[src/rtl/board_pkg.sv]
// Shared types for the two-player board controller: FSM states, player and
// direction encodings.
package board_pkg;

    typedef enum logic [1:0] {
        S_WAIT = 2'd0,
        S_MOVE = 2'd1,
        S_OVER = 2'd2
    } state_e;

    typedef enum logic {
        P1 = 1'b0,
        P2 = 1'b1
    } player_e;

    // Advance means towards the opponent's home: P1 counts up, P2 counts down.
    typedef enum logic {
        DIR_ADV = 1'b0,
        DIR_RET = 1'b1
    } dir_e;

endpackage

[src/rtl/board_game_ctrl_if.sv]
// Move-request handshake and game status bundle between a player front end
// (master) and the board controller (slave).
interface board_game_ctrl_if #(
    parameter int POS_W    = 4,
    parameter int STEP_MAX = 3
);
    localparam int STEP_W = $clog2(STEP_MAX + 1);

    logic                  mv_valid;
    logic                  mv_player;
    logic                  mv_dir;
    logic                  mv_ready;
    logic [POS_W-1:0]      pos1;
    logic [POS_W-1:0]      pos2;
    logic [2**POS_W-1:0]   led;
    logic                  turn;
    logic [STEP_W-1:0]     step;
    logic                  move_done;
    logic                  blocked;
    logic                  game_over;
    logic                  winner;

    modport master (
        output mv_valid, mv_player, mv_dir,
        input  mv_ready, pos1, pos2, led, turn, step,
               move_done, blocked, game_over, winner
    );

    modport slave (
        input  mv_valid, mv_player, mv_dir,
        output mv_ready, pos1, pos2, led, turn, step,
               move_done, blocked, game_over, winner
    );

endinterface

[src/rtl/board_game_ctrl_step_seq.sv]
// Step-size sequencer: climbs 1..STEP_MAX, holds the peak for one extra
// turn, descends to 0, then climbs again. Advances once per adv_i strobe.
module step_seq #(
    parameter int STEP_MAX = 3,
    localparam int STEP_W  = $clog2(STEP_MAX + 1)
) (
    input  logic              clk,
    input  logic              rst,
    input  logic              adv_i,
    output logic [STEP_W-1:0] step_o
);
    localparam logic [STEP_W-1:0] STEP_TOP = STEP_W'(STEP_MAX);
    localparam logic [STEP_W-1:0] STEP_ONE = STEP_W'(1);

    logic [STEP_W-1:0] step_q, step_d;
    logic              up_q, up_d;

    // NOTE: every variable assigned in always_comb gets a default first, so no
    // path leaves it unassigned and no latch is inferred.
    always_comb begin
        step_d = step_q;
        up_d   = up_q;
        if (adv_i) begin
            if (up_q) begin
                if (step_q == STEP_TOP) up_d   = 1'b0;
                else                    step_d = step_q + STEP_ONE;
            end else begin
                if (step_q == '0) begin
                    step_d = STEP_ONE;
                    up_d   = 1'b1;
                end else begin
                    step_d = step_q - STEP_ONE;
                end
            end
        end
    end

    // NOTE: sequential state uses non-blocking assignments so every register
    // samples its next value from the same pre-edge snapshot.
    always_ff @(posedge clk) begin
        if (rst) begin
            step_q <= STEP_ONE;
            up_q   <= 1'b1;
        end else begin
            step_q <= step_d;
            up_q   <= up_d;
        end
    end

    assign step_o = step_q;

endmodule

[src/rtl/board_game_ctrl.sv]
// Two-player board controller: accepts one move per turn, applies saturating
// position arithmetic, blocks exact-landing collisions and detects the winner.
module board_game_ctrl
    import board_pkg::*;
#(
    parameter int POS_W    = 4,
    parameter int STEP_MAX = 3
) (
    input  logic             clk,
    input  logic             rst,
    input  logic             new_game,
    board_game_ctrl_if.slave bus
);
    localparam int STEP_W = $clog2(STEP_MAX + 1);
    localparam int BMAX   = 2**POS_W - 1;
    localparam logic [POS_W-1:0] BMAX_POS = POS_W'(BMAX);
    localparam logic [POS_W:0]   BMAX_EXT = (POS_W+1)'(BMAX);

    generate
        if (STEP_MAX < 1 || STEP_MAX > BMAX) begin : g_bad_step_max
            $error("board_game_ctrl: STEP_MAX must lie in 1..2**POS_W-1");
        end
    endgenerate

    state_e           state_q, state_d;
    logic [POS_W-1:0] pos1_q, pos1_d;
    logic [POS_W-1:0] pos2_q, pos2_d;
    player_e          turn_q, turn_d;
    dir_e             dir_q, dir_d;
    logic             move_done_q, move_done_d;
    logic             blocked_q, blocked_d;
    logic             game_over_q, game_over_d;
    logic             winner_q, winner_d;

    logic              clear;
    logic [STEP_W-1:0] step;
    logic [POS_W-1:0]  own_pos, opp_pos, target;
    logic [POS_W:0]    sum;
    logic              move_up;
    logic [2**POS_W-1:0] led;

    assign clear = rst | new_game;

    step_seq #(.STEP_MAX(STEP_MAX)) u_step (
        .clk    (clk),
        .rst    (clear),
        .adv_i  (state_q == S_MOVE),
        .step_o (step)
    );

    // Target arithmetic is one bit wider so overflow and borrow are visible
    // and can be clamped to the board edges.
    always_comb begin
        own_pos = (turn_q == P1) ? pos1_q : pos2_q;
        opp_pos = (turn_q == P1) ? pos2_q : pos1_q;
        move_up = (turn_q == P1) == (dir_q == DIR_ADV);
        sum     = '0;
        target  = own_pos;
        if (move_up) begin
            sum    = {1'b0, own_pos} + {{(POS_W+1-STEP_W){1'b0}}, step};
            target = (sum > BMAX_EXT) ? BMAX_POS : sum[POS_W-1:0];
        end else begin
            sum    = {1'b0, own_pos} - {{(POS_W+1-STEP_W){1'b0}}, step};
            target = sum[POS_W] ? '0 : sum[POS_W-1:0];
        end
    end

    always_comb begin
        state_d     = state_q;
        pos1_d      = pos1_q;
        pos2_d      = pos2_q;
        turn_d      = turn_q;
        dir_d       = dir_q;
        move_done_d = 1'b0;
        blocked_d   = 1'b0;
        game_over_d = game_over_q;
        winner_d    = winner_q;
        case (state_q)
            S_WAIT: begin
                if (bus.mv_valid && (bus.mv_player == turn_q)) begin
                    dir_d   = dir_e'(bus.mv_dir);
                    state_d = S_MOVE;
                end
            end
            S_MOVE: begin
                move_done_d = 1'b1;
                turn_d      = player_e'(~turn_q);
                state_d     = S_WAIT;
                if (target == opp_pos) begin
                    blocked_d = 1'b1;
                end else begin
                    if (turn_q == P1) pos1_d = target;
                    else              pos2_d = target;
                    if ((turn_q == P1 && target == BMAX_POS) ||
                        (turn_q == P2 && target == '0)) begin
                        game_over_d = 1'b1;
                        winner_d    = (turn_q == P2);
                        state_d     = S_OVER;
                    end
                end
            end
            S_OVER: ;
            default: state_d = S_WAIT;
        endcase
    end

    always_ff @(posedge clk) begin
        if (clear) begin
            state_q     <= S_WAIT;
            pos1_q      <= '0;
            pos2_q      <= BMAX_POS;
            turn_q      <= P1;
            dir_q       <= DIR_ADV;
            move_done_q <= 1'b0;
            blocked_q   <= 1'b0;
            game_over_q <= 1'b0;
            winner_q    <= 1'b0;
        end else begin
            state_q     <= state_d;
            pos1_q      <= pos1_d;
            pos2_q      <= pos2_d;
            turn_q      <= turn_d;
            dir_q       <= dir_d;
            move_done_q <= move_done_d;
            blocked_q   <= blocked_d;
            game_over_q <= game_over_d;
            winner_q    <= winner_d;
        end
    end

    always_comb begin
        led          = '0;
        led[pos1_q]  = 1'b1;
        led[pos2_q]  = 1'b1;
    end

    assign bus.mv_ready  = (state_q == S_WAIT);
    assign bus.pos1      = pos1_q;
    assign bus.pos2      = pos2_q;
    assign bus.led       = led;
    assign bus.turn      = turn_q;
    assign bus.step      = step;
    assign bus.move_done = move_done_q;
    assign bus.blocked   = blocked_q;
    assign bus.game_over = game_over_q;
    assign bus.winner    = winner_q;

endmodule
[src/flat_wrapper.sv]
// flat-port wrapper written by rule: the top's interface ports become plain ports
module board_game_ctrl_flat import board_pkg::*;
#(
    parameter int POS_W    = 4,
    parameter int STEP_MAX = 3
)
  (clk, rst, new_game, bus_mv_valid, bus_mv_player, bus_mv_dir, bus_mv_ready, bus_pos1, bus_pos2, bus_led, bus_turn, bus_step, bus_move_done, bus_blocked, bus_game_over, bus_winner);
  board_game_ctrl_if #(.POS_W(POS_W), .STEP_MAX(STEP_MAX)) bus_i ();
  input  logic clk;
  input  logic rst;
  input  logic new_game;
  input wire logic [$bits(bus_i.mv_valid)-1:0] bus_mv_valid;
  input wire logic [$bits(bus_i.mv_player)-1:0] bus_mv_player;
  input wire logic [$bits(bus_i.mv_dir)-1:0] bus_mv_dir;
  output wire logic [$bits(bus_i.mv_ready)-1:0] bus_mv_ready;
  output wire logic [$bits(bus_i.pos1)-1:0] bus_pos1;
  output wire logic [$bits(bus_i.pos2)-1:0] bus_pos2;
  output wire logic [$bits(bus_i.led)-1:0] bus_led;
  output wire logic [$bits(bus_i.turn)-1:0] bus_turn;
  output wire logic [$bits(bus_i.step)-1:0] bus_step;
  output wire logic [$bits(bus_i.move_done)-1:0] bus_move_done;
  output wire logic [$bits(bus_i.blocked)-1:0] bus_blocked;
  output wire logic [$bits(bus_i.game_over)-1:0] bus_game_over;
  output wire logic [$bits(bus_i.winner)-1:0] bus_winner;
  assign bus_i.mv_valid = bus_mv_valid;
  assign bus_i.mv_player = bus_mv_player;
  assign bus_i.mv_dir = bus_mv_dir;
  assign bus_mv_ready = bus_i.mv_ready;
  assign bus_pos1 = bus_i.pos1;
  assign bus_pos2 = bus_i.pos2;
  assign bus_led = bus_i.led;
  assign bus_turn = bus_i.turn;
  assign bus_step = bus_i.step;
  assign bus_move_done = bus_i.move_done;
  assign bus_blocked = bus_i.blocked;
  assign bus_game_over = bus_i.game_over;
  assign bus_winner = bus_i.winner;
  board_game_ctrl #(.POS_W(POS_W), .STEP_MAX(STEP_MAX)) u_core (.clk(clk), .rst(rst), .new_game(new_game), .bus(bus_i));
endmodule
[config.mk]
export PLATFORM = sky130hd
export DESIGN_NAME = board_game_ctrl_flat
export DESIGN_NICKNAME = d
export VERILOG_FILES = /design/src/rtl/board_pkg.sv /design/src/rtl/board_game_ctrl_if.sv /design/src/rtl/board_game_ctrl_step_seq.sv /design/src/rtl/board_game_ctrl.sv /design/src/flat_wrapper.sv
export SDC_FILE = /design/constraint.sdc
export NUM_CORES = 1
export LEC_CHECK = 0
export ABC_CLOCK_PERIOD_IN_PS = 6650
export CELL_PAD_IN_SITES_DETAIL_PLACEMENT = 0
export CELL_PAD_IN_SITES_GLOBAL_PLACEMENT = 1
export CORE_UTILIZATION = 40
export CTS_CLUSTER_DIAMETER = 30
export DETAILED_ROUTE_END_ITERATION = 10
export GPL_TIMING_DRIVEN = 0
export PLACE_DENSITY = 0.89
export SETUP_SLACK_MARGIN = 0.15
export SKIP_CTS_REPAIR_TIMING = 1
export SLEW_MARGIN = 20
export SYNTH_ARGS = -nofsm -noshare
export SYNTH_HDL_FRONTEND = slang
export SYNTH_SLANG_ARGS = --single-unit
[constraint.sdc]
create_clock -name clk -period 6.65 [get_ports clk]
set_clock_uncertainty 0.1 [all_clocks]
set_input_delay 1.33 -clock clk [delete_from_list [all_inputs] [get_ports clk]]
set_output_delay 1.33 -clock clk [all_outputs]
set_load 0.05 [all_outputs]
**Word level (Yosys, flattened, before mapping)**

Index checks and enable logic that the tools add are counted.

- Bits in registers: 19
- Output and inout port bits: 32
- Word-level logic and storage cells: 73

- Add/sub/neg operators: 4
- Magnitude comparators: 5
- Equality and inequality tests: 9
- Mux-type cells: 21
- Bitwise operators: 7
- Reduce and logical (&&, ||, !) cells: 16

Operators by type and width:

| operator | count |
|---|---|
| 4-bit two-way mux | 5 |
| 16-bit bitwise OR | 1 |
| 2-bit two-way mux | 6 |
| 4-bit by 5-bit less-than comparator with 1-bit output (second input constant) | 2 |
| 3-bit AND reduction | 3 |
| 1-bit demux with 4-bit select | 2 |
| 4-bit by 1-bit >= comparator with 1-bit output (second input constant) | 2 |
| 1-bit two-way mux | 7 |
| 2-bit one-hot mux with 3 select lines | 1 |
| 2-bit AND reduction | 3 |
| 4-bit by 2-bit adder with 5-bit output | 1 |
| 5-bit by 4-bit > comparator with 1-bit output (second input constant) | 1 |
| 1-bit logical AND | 5 |
| 1-bit NOT | 5 |
| 4-bit by 2-bit subtractor with 5-bit output | 1 |
| 2-bit == test (second input constant) | 2 |
| 4-bit == test | 1 |
| 4-bit == test (second input constant) | 1 |
| 2-bit logical NOT | 2 |
| 4-bit logical NOT | 1 |
| 2-bit by 1-bit adder with 2-bit output (second input constant) | 1 |
| 1-bit == test | 2 |
| 2-bit by 1-bit == test with 1-bit output (second input constant) | 1 |
| 2-bit by 1-bit inequality test with 1-bit output (second input constant) | 1 |
| other kinds (5) | 5 |

**Depth between registers and ports, before layout**

Gate-level depths: netlist of run 1.

- Depth after elaboration: 11
- Mapped depth: 15
- Gate-level depth less buffers: 11

**By module**

From an unflattened synthesis of run 1, not the netlist that was laid out.

- Cells, all modules: 180
- Area total of the unflattened synthesis: 1496.4 um^2

Modules (own cells, without submodules):

| module | instances | cells an instance | area each (um^2) |
|---|---|---|---|
| board_game_ctrl | 1 | 161 | 1295.0 |
| step_seq | 1 | 19 | 201.4 |

**Worst setup path after synthesis of run 1**

OpenSTA, ideal clock, no wires.

- Path type: register to register
- From: register u_core.turn_q (netlist: u_core.bus.turn)
- To: register u_core.pos2_q[0] (netlist: u_core.bus.pos2[0])
- Setup time: 0.132 ns
- Arrival time: 4.095 ns
- Data required time: 6.418 ns
- Path slack: 2.323 ns
- Cell stages (with the launch flop): 16
- Buffers on the path: 4
- Period minus slack after synthesis: 4.327 ns
- Path through: dfxtp_1 buf_6 clkbuf_1 buf_2 mux2i_1 ha_1 inv_1 fa_1 or4b_1 a21oi_2 a221oi_2 and3_4 o41ai_4 buf_6 nor3_1 nand3b_1

- Word-level cells in the longest chain between the ends: 8
- Elaborated cells on any way between the ends: 13
- Classes of those cells: add/sub (2); order compare (1); eq/ne (2); mux (5); bitwise (2); reduce/logical (1)

Ends and longest elaborated chain:

| item | line | text |
|---|---|---|
| from (decl) | board_game_ctrl.sv:28 | `player_e turn_q, turn_d;` |
| from (signal assigned) | board_game_ctrl.sv:122 | `turn_q <= turn_d;` |
| 4-bit two-way mux | board_game_ctrl.sv:54 | `own_pos = (turn_q == P1) ? pos1_q : pos2_q;` |
| 4-bit by 2-bit adder with 5-bit output | board_game_ctrl.sv:60 | `sum = {1'b0, own_pos} + {{(POS_W+1-STEP_W){1'b0}}, step};` |
| 5-bit by 4-bit > comparator with 1-bit output | board_game_ctrl.sv:61 | `target = (sum > BMAX_EXT) ? BMAX_POS : sum[POS_W-1:0];` |
| 4-bit two-way mux | board_game_ctrl.sv:61 |  |
| 4-bit two-way mux | board_game_ctrl.sv:59 | `if (move_up) begin` |
| 4-bit == test | board_game_ctrl.sv:89 | `if (target == opp_pos) begin` |
| 1-bit NOT (no source line) | - |  |
| 3-bit AND reduction (no source line) | - |  |
| to (signal assigned) | board_game_ctrl.sv:121 | `pos2_q <= pos2_d;` |
| to (decl) | board_game_ctrl.sv:27 | `logic [POS_W-1:0] pos2_q, pos2_d;` |

Parallel ways exist; a longest one is shown, timed or not.
A chain may end at the register's enable or synchronous reset.

**Worst setup path in the final report of run 1**

Same ends and word-level chain as after synthesis.

==> qor.txt, run 1 <==
Die X-Extent = 65.2 µm
Worst Tran Pin Value = 0.534 ns
Vias post-DR = 1552
DRC Markers = 0
Largest net degree at the start of global routing = 12
DR WL/cell = 14.3 µm
Area contributors post-synth = dfxtp_1, o22ai_1, mux2i_1
Synth Area in Simple Gates = 0.252
Initial antenna violation count = 0
Max frequency = 221 MHz
Fin crit period = 4.52 ns
Critical path type = register to register
TNS Setup = 0 ns
Share of layout cells above drive strength 1 = 0.147
Largest family of logic cells by synthesized area = compound AO/OA/AOI/OAI gates
Clk slew on worst S/H paths = 0.07 ns
Die height = 65.2 µm
CP max FO = 10
Synthesized area = 1600 µm²
Drt total wl = 3900 µm
Post-synthesis area per instance = 8.68 µm²
Cell taking the most area after synthesis = dfxtp_1
GRT overflow = 0
Commonest non-fill, non-tap cells in the layout = clkdlybuf4s50_1, dfxtp_1, o22ai_1
Antenna diodes = 0
Layout net count = 241
Final Hold Viols = 0
Compound-Gate Fraction of Synth Area = 0.252
CTS tree = done
Dominant synthesized flop cell = dfxtp_1
Pre-Repair DR Iteration Count = 4
# port buffers = 37
Clock net sink count = 19
Synthesis-to-finish area growth = 29.9%
GPL Wtd Cong = 0.797
Leading cell type in the layout, fill and taps excluded = clkdlybuf4s50_1
GRT Util Overall = 0.192
Sequential area share after synthesis = 0.238
Htree depth = 1
First-pass GRT wire length = 6630 µm
Cell variety after synth = 51
Longest Clk Path Bufs = 2
Core Region = 3740 µm²
Status = completed
Final ANT Viol Nets = 0
Fin util = 0.554
Mux cell area share after synthesis = 0.0940
CP startpoint kind = register
Final setup violating endpoints = 0
Layout fillers = 382
Arr. time, crit path = 4.54 ns
I/O pin count = 38
Worst VDD drop = 137 µV
Post-synth EDFFs = 0
Clock latency on the worst-skew pair = 0.25 ns
Pins Over Slew Limit = 0
Reg-to-reg slack, setup = 2.13 ns
Relative slew slack = 0.644
Yosys warnings = 0
Mapped Cells = 184
XOR/XNOR Fraction of Synth Area = 0.0368
Die area = 4250 µm²
Synth Register Bits = 19
CP Capture Type = register
Via density = 5.68
Post-synthesis adder-cell area fraction = 0.0799
Dpl cells = 269
Tcrit/Tclk final = 0.680
Initial core utilization = 0.426
Net Count, Synth = 199
Vias in the first global route = 1437
Worst path required time = 6.67 ns
RSZ-0062 raised after global routing = no
Power per cell area = 110 nW/µm²
TritonCTS Buffers = 3
Finished Layout Cells = 273
Root buffer cell = clkbuf_8
Hpwl dp = 2990 µm
Asr flop ratio synth = 0
WHS = 0.373 ns
DR iter-0 viols = 117
Rows = 22
Worst hold path class = register to register
Leakage power = 0.739 nW
Area share of the largest cell type after synthesis = 0.238
Max-Cap Viols = 0
registers in the layout, indices dropped and copies added, names as in the netlist:
register,count
u_core.u_step.up_q,1
u_core.dir_q,1
u_core.state_q,2
u_core.bus.game_over,1
u_core.bus.turn,1
u_core.bus.pos1,4
u_core.bus.pos2,4
u_core.bus.move_done,1
u_core.u_step.step_o,2
u_core.bus.winner,1
u_core.bus.blocked,1
per-stage QoR:
step           worst slack, ns  instance area [µm²]  power [mW]
3_5_place_dp              2.14                 2030       0.151
2_1_floorplan             2.32                 1600       0.141
4_1_cts                   2.11                 2070       0.230
3_3_place_gp              2.16                 2030       0.151
6_report                  2.13                 2070       0.228
5_1_grt                   1.78                 2070       0.239
layout make-up:
cell class                 instances  area [µm²]  area share
tap                               48        60.1      0.0290
timing repair buffer              37         370       0.179
inverter                           6        22.5      0.0109
buffer                             9        52.6      0.0253
sequential                        19         380       0.183
clock buffer                       3        41.3      0.0199
clock inverter                     1        5.00     0.00241
multi-input combinational        150        1140       0.550
metal layers:
metal,vias to the layer above,GRT usage,part of all wire
li1,774,-,-
met1,734,0.268,0.48
met2,42,0.321,0.47
met3,2,0.0122,0.044
met4,0,0.0462,0.0054
met5,-,0,0
synth_stat cells, types with 4 or more instances:
library cell,instances
dfxtp_1,19
o22ai_1,18
nor2_1,12
nand2_1,11
nand2b_1,10
mux2i_1,9
ha_1,7
inv_1,6
o21ai_0,6
o211ai_1,5
or2_2,5
a21oi_1,4
a21oi_2,4
clkbuf_1,4
nor2b_1,4
nor3_1,4
power by group:
| part | internal (mW) | leakage [nW] | switching, mW |
|---|---|---|---|
| Sequential | 0.114 | 0.153 | 0.00128 |
| Clock | 0.0416 | 0.0255 | 0.0384 |
| Combinational | 0.0134 | 0.560 | 0.0190 |
| Total | 0.169 | 0.739 | 0.0587 |
cell families (layout without fill, tap and decap cells):
family / after synthesis / count (layout)
and+or+nand+nor: 69 / 69
AOI/OAI and AO/OA: 54 / 54
DFF: 19 / 19
buffers and inverters: 15 / 56
muxes: 13 / 13
adders and majority gates: 9 / 9
xor gates and xnor gates: 5 / 5
worst paths after layout:
path,to,cells past startpoint,from
max,u_core.bus.pos2[0]$_SDFFE_PP1P_,15,u_core.bus.turn$_SDFFE_PP0P_
min,u_core.bus.game_over$_SDFFE_PP0P_,1,u_core.bus.game_over$_SDFFE_PP0P_
max reg2reg,u_core.bus.pos2[0]$_SDFFE_PP1P_,15,u_core.bus.turn$_SDFFE_PP0P_
min reg2reg,u_core.bus.game_over$_SDFFE_PP0P_,1,u_core.bus.game_over$_SDFFE_PP0P_
worst max-delay path, stage by stage, from the launching register on:
cell	delay, ns
dfxtp_1	0.39
buf_6	0.19
clkbuf_1	0.43
buf_2	0.34
mux2i_1	0.29
ha_1	0.21
inv_1	0.05
fa_1	0.44
or4b_1	0.53
a21oi_2	0.25
a221oi_2	0.07
and3_4	0.20
o41ai_4	0.47
buf_6	0.21
nor3_1	0.05
nand3b_1	0.16
Power figures use the tool's default switching activity.
==> run 2: changes to the inputs <==
Settings changed: ABC_CLOCK_PERIOD_IN_PS 6650 to 4500, CORE_UTILIZATION 40 to 37, PLACE_DENSITY 0.89 to 0.83.
Clock period 6.65 ns to 4.5 ns, I/O delays scaled along.
==> run 2 against run 1 <==
Against the previous run:
- maximum frequency increased by 11%
- critical path depth decreased by 1
- sequential cell count unchanged
- hold slack improved by 0.014 ns
- clock power increased by 52%
- global-route usage decreased by 0.53 points
- final cell count increased by 0.73%
- sequential share of layout area decreased by 0.088 points
- combinational power increased by 51%
- critical endpoint is now u_core.bus.pos1[1]$_SDFFE_PP0P_
==> qor.txt, run 2 (synthesis gave the netlist of run 1 again) <==
Tot Pwr = 0.342 mW
Reg2reg end = u_core.bus.pos1[1]$_SDFFE_PP0P_
Die area = 4580 µm²
Status = completed
Reg-to-reg slack, setup = 0.43 ns
Final setup margin = 0.429 ns
Initial antenna violation count = 0
Tcrit/Tclk final = 0.905
Core Region = 4060 µm²
Dpl cells = 271
DR WL/cell = 14.4 µm
I/O pin count = 38
Final setup violating endpoints = 0
Root buffer cell = clkbuf_8
Htree depth = 1
R2r worst-path depth = 14
Leakage power = 0.743 nW
GR Layer Usage met1 = 0.268
Clk slew on worst S/H paths = 0.08 ns
Leading cell type in the layout, fill and taps excluded = clkdlybuf4s50_1
TNS Setup = 0 ns
TritonCTS Buffers = 3
Rows = 23
Global-route layer with the greatest usage = met2
CTS tree = done
CP Capture Type = register
Crit-path max cell delay = 0.47 ns
Max-Cap Viols = 0
RSZ-0062 raised after global routing = no
Worst Tran Pin Value = 0.512 ns
Hpwl dp = 3030 µm
Longest Clk Path Bufs = 2
Pins Over Slew Limit = 0
CP Depth = 14
Worst VDD drop = 164 µV
Vias post-DR = 1527
Layout net count = 241
CP startpoint kind = register
Clock latency on the worst-skew pair = 0.26 ns
Max frequency = 246 MHz
# port buffers = 37
Hold EP = u_core.bus.game_over$_SDFFE_PP0P_
Arr. time, crit path = 4.16 ns
First-pass GRT wire length = 6580 µm
Met2 usage = 0.297
Share of layout cells above drive strength 1 = 0.156
Hold-critical path depth = 1
GRT Util Overall = 0.187
Pre-CTS setup slack = -0.0545 ns
Clock net sink count = 19
CP max FO = 19
DRC Markers = 0
CP most frequent cell = o22ai_1
Vias in the first global route = 1381
Final Hold Viols = 0
Drt total wl = 3950 µm
Pre-Repair DR Iteration Count = 4
Fin crit period = 4.07 ns
Relative slew slack = 0.658
Final ANT Viol Nets = 0
DR iter-0 viols = 105
Die X-Extent = 67.7 µm
Finished Layout Cells = 275
GRT overflow = 0
WHS = 0.387 ns
Met3 usage = 0.0101
Fin util = 0.513
Via density = 5.55
GPL Wtd Cong = 0.802
Antenna diodes = 0
Crit path max-delay family = compound AO/OA/AOI/OAI gates
Power per cell area = 164 nW/µm²
Layout fillers = 390
Commonest non-fill, non-tap cells in the layout = clkdlybuf4s50_1, dfxtp_1, o22ai_1
Final instance area = 2080 µm²
Critical-path cell list = buf_6, clkbuf_4, mux2i_1, ha_1, inv_1, fa_1, or3b_2, a32oi_1, o22ai_1, o22ai_1, o41ai_4, buf_4, or3_1, a21oi_1
Worst path bufs/invs = 4
Die height = 67.7 µm
Worst hold path class = register to register
Hold Startpoint = u_core.bus.game_over$_SDFFE_PP0P_
Synthesis-to-finish area growth = 30.5%
R2R Path Start = u_core.bus.turn$_SDFFE_PP0P_
DP Area = 2030 µm²
Worst path required time = 4.59 ns
Critical path type = register to register
Initial core utilization = 0.393
CP max-delay cell = or3b_2
Largest net degree at the start of global routing = 12
## run 2: changes by cell type in the layout (fill, tap and decap cells not counted)
cell	change
buf_4	+1
and3_1	-1
clkbuf_4	+1
clkbuf_1	-1
and3_2	+1
buf_2	-1
## run 2: worst max path at each step
stage | start | end
finish | u_core.bus.turn$_SDFFE_PP0P_ | u_core.bus.pos1[1]$_SDFFE_PP0P_
global route | u_core.bus.turn$_SDFFE_PP0P_ | u_core.bus.pos2[0]$_SDFFE_PP1P_
CTS | u_core.bus.turn$_SDFFE_PP0P_ | u_core.bus.pos2[0]$_SDFFE_PP1P_
detailed placement | u_core.bus.turn$_SDFFE_PP0P_ | u_core.bus.pos2[0]$_SDFFE_PP1P_
global placement | u_core.bus.turn$_SDFFE_PP0P_ | u_core.bus.pos2[0]$_SDFFE_PP1P_
floorplan | u_core.bus.turn$_SDFFE_PP0P_ | u_core.bus.pos2[0]$_SDFFE_PP1P_
## run 2: final cells by class
class                      count  area, µm²  share of cell area
tap                           50       62.6              0.0300
multi-input combinational    150       1140               0.548
timing repair buffer          38        378               0.181
buffer                         8       51.3              0.0246
clock inverter                 1       5.00             0.00240
inverter                       6       22.5              0.0108
sequential                    19        380               0.183
clock buffer                   3       41.3              0.0198
## run 2: per-layer routing
metal / part of all wire / vias up / wire, µm
li1: - / 777 / -
met5: 0 / - / 0
met3: 0.038 / 5 / 149
met1: 0.49 / 703 / 1950
met4: 0.011 / 0 / 44
met2: 0.46 / 42 / 1810
## run 2: power breakdown
group | internal, mW | total (mW) | leakage [nW] | switching (mW)
Combinational | 0.0204 | 0.0488 | 0.564 | 0.0284
Clock | 0.0617 | 0.122 | 0.0255 | 0.0608
Sequential | 0.169 | 0.171 | 0.153 | 0.00191
Total | 0.251 | 0.342 | 0.743 | 0.0911
==> run 3: changes to the inputs <==
Settings changed: SLEW_MARGIN 20 to 40.
==> results of run 3 <==
Final layout, timing and power as in run 2 (identical DEF).
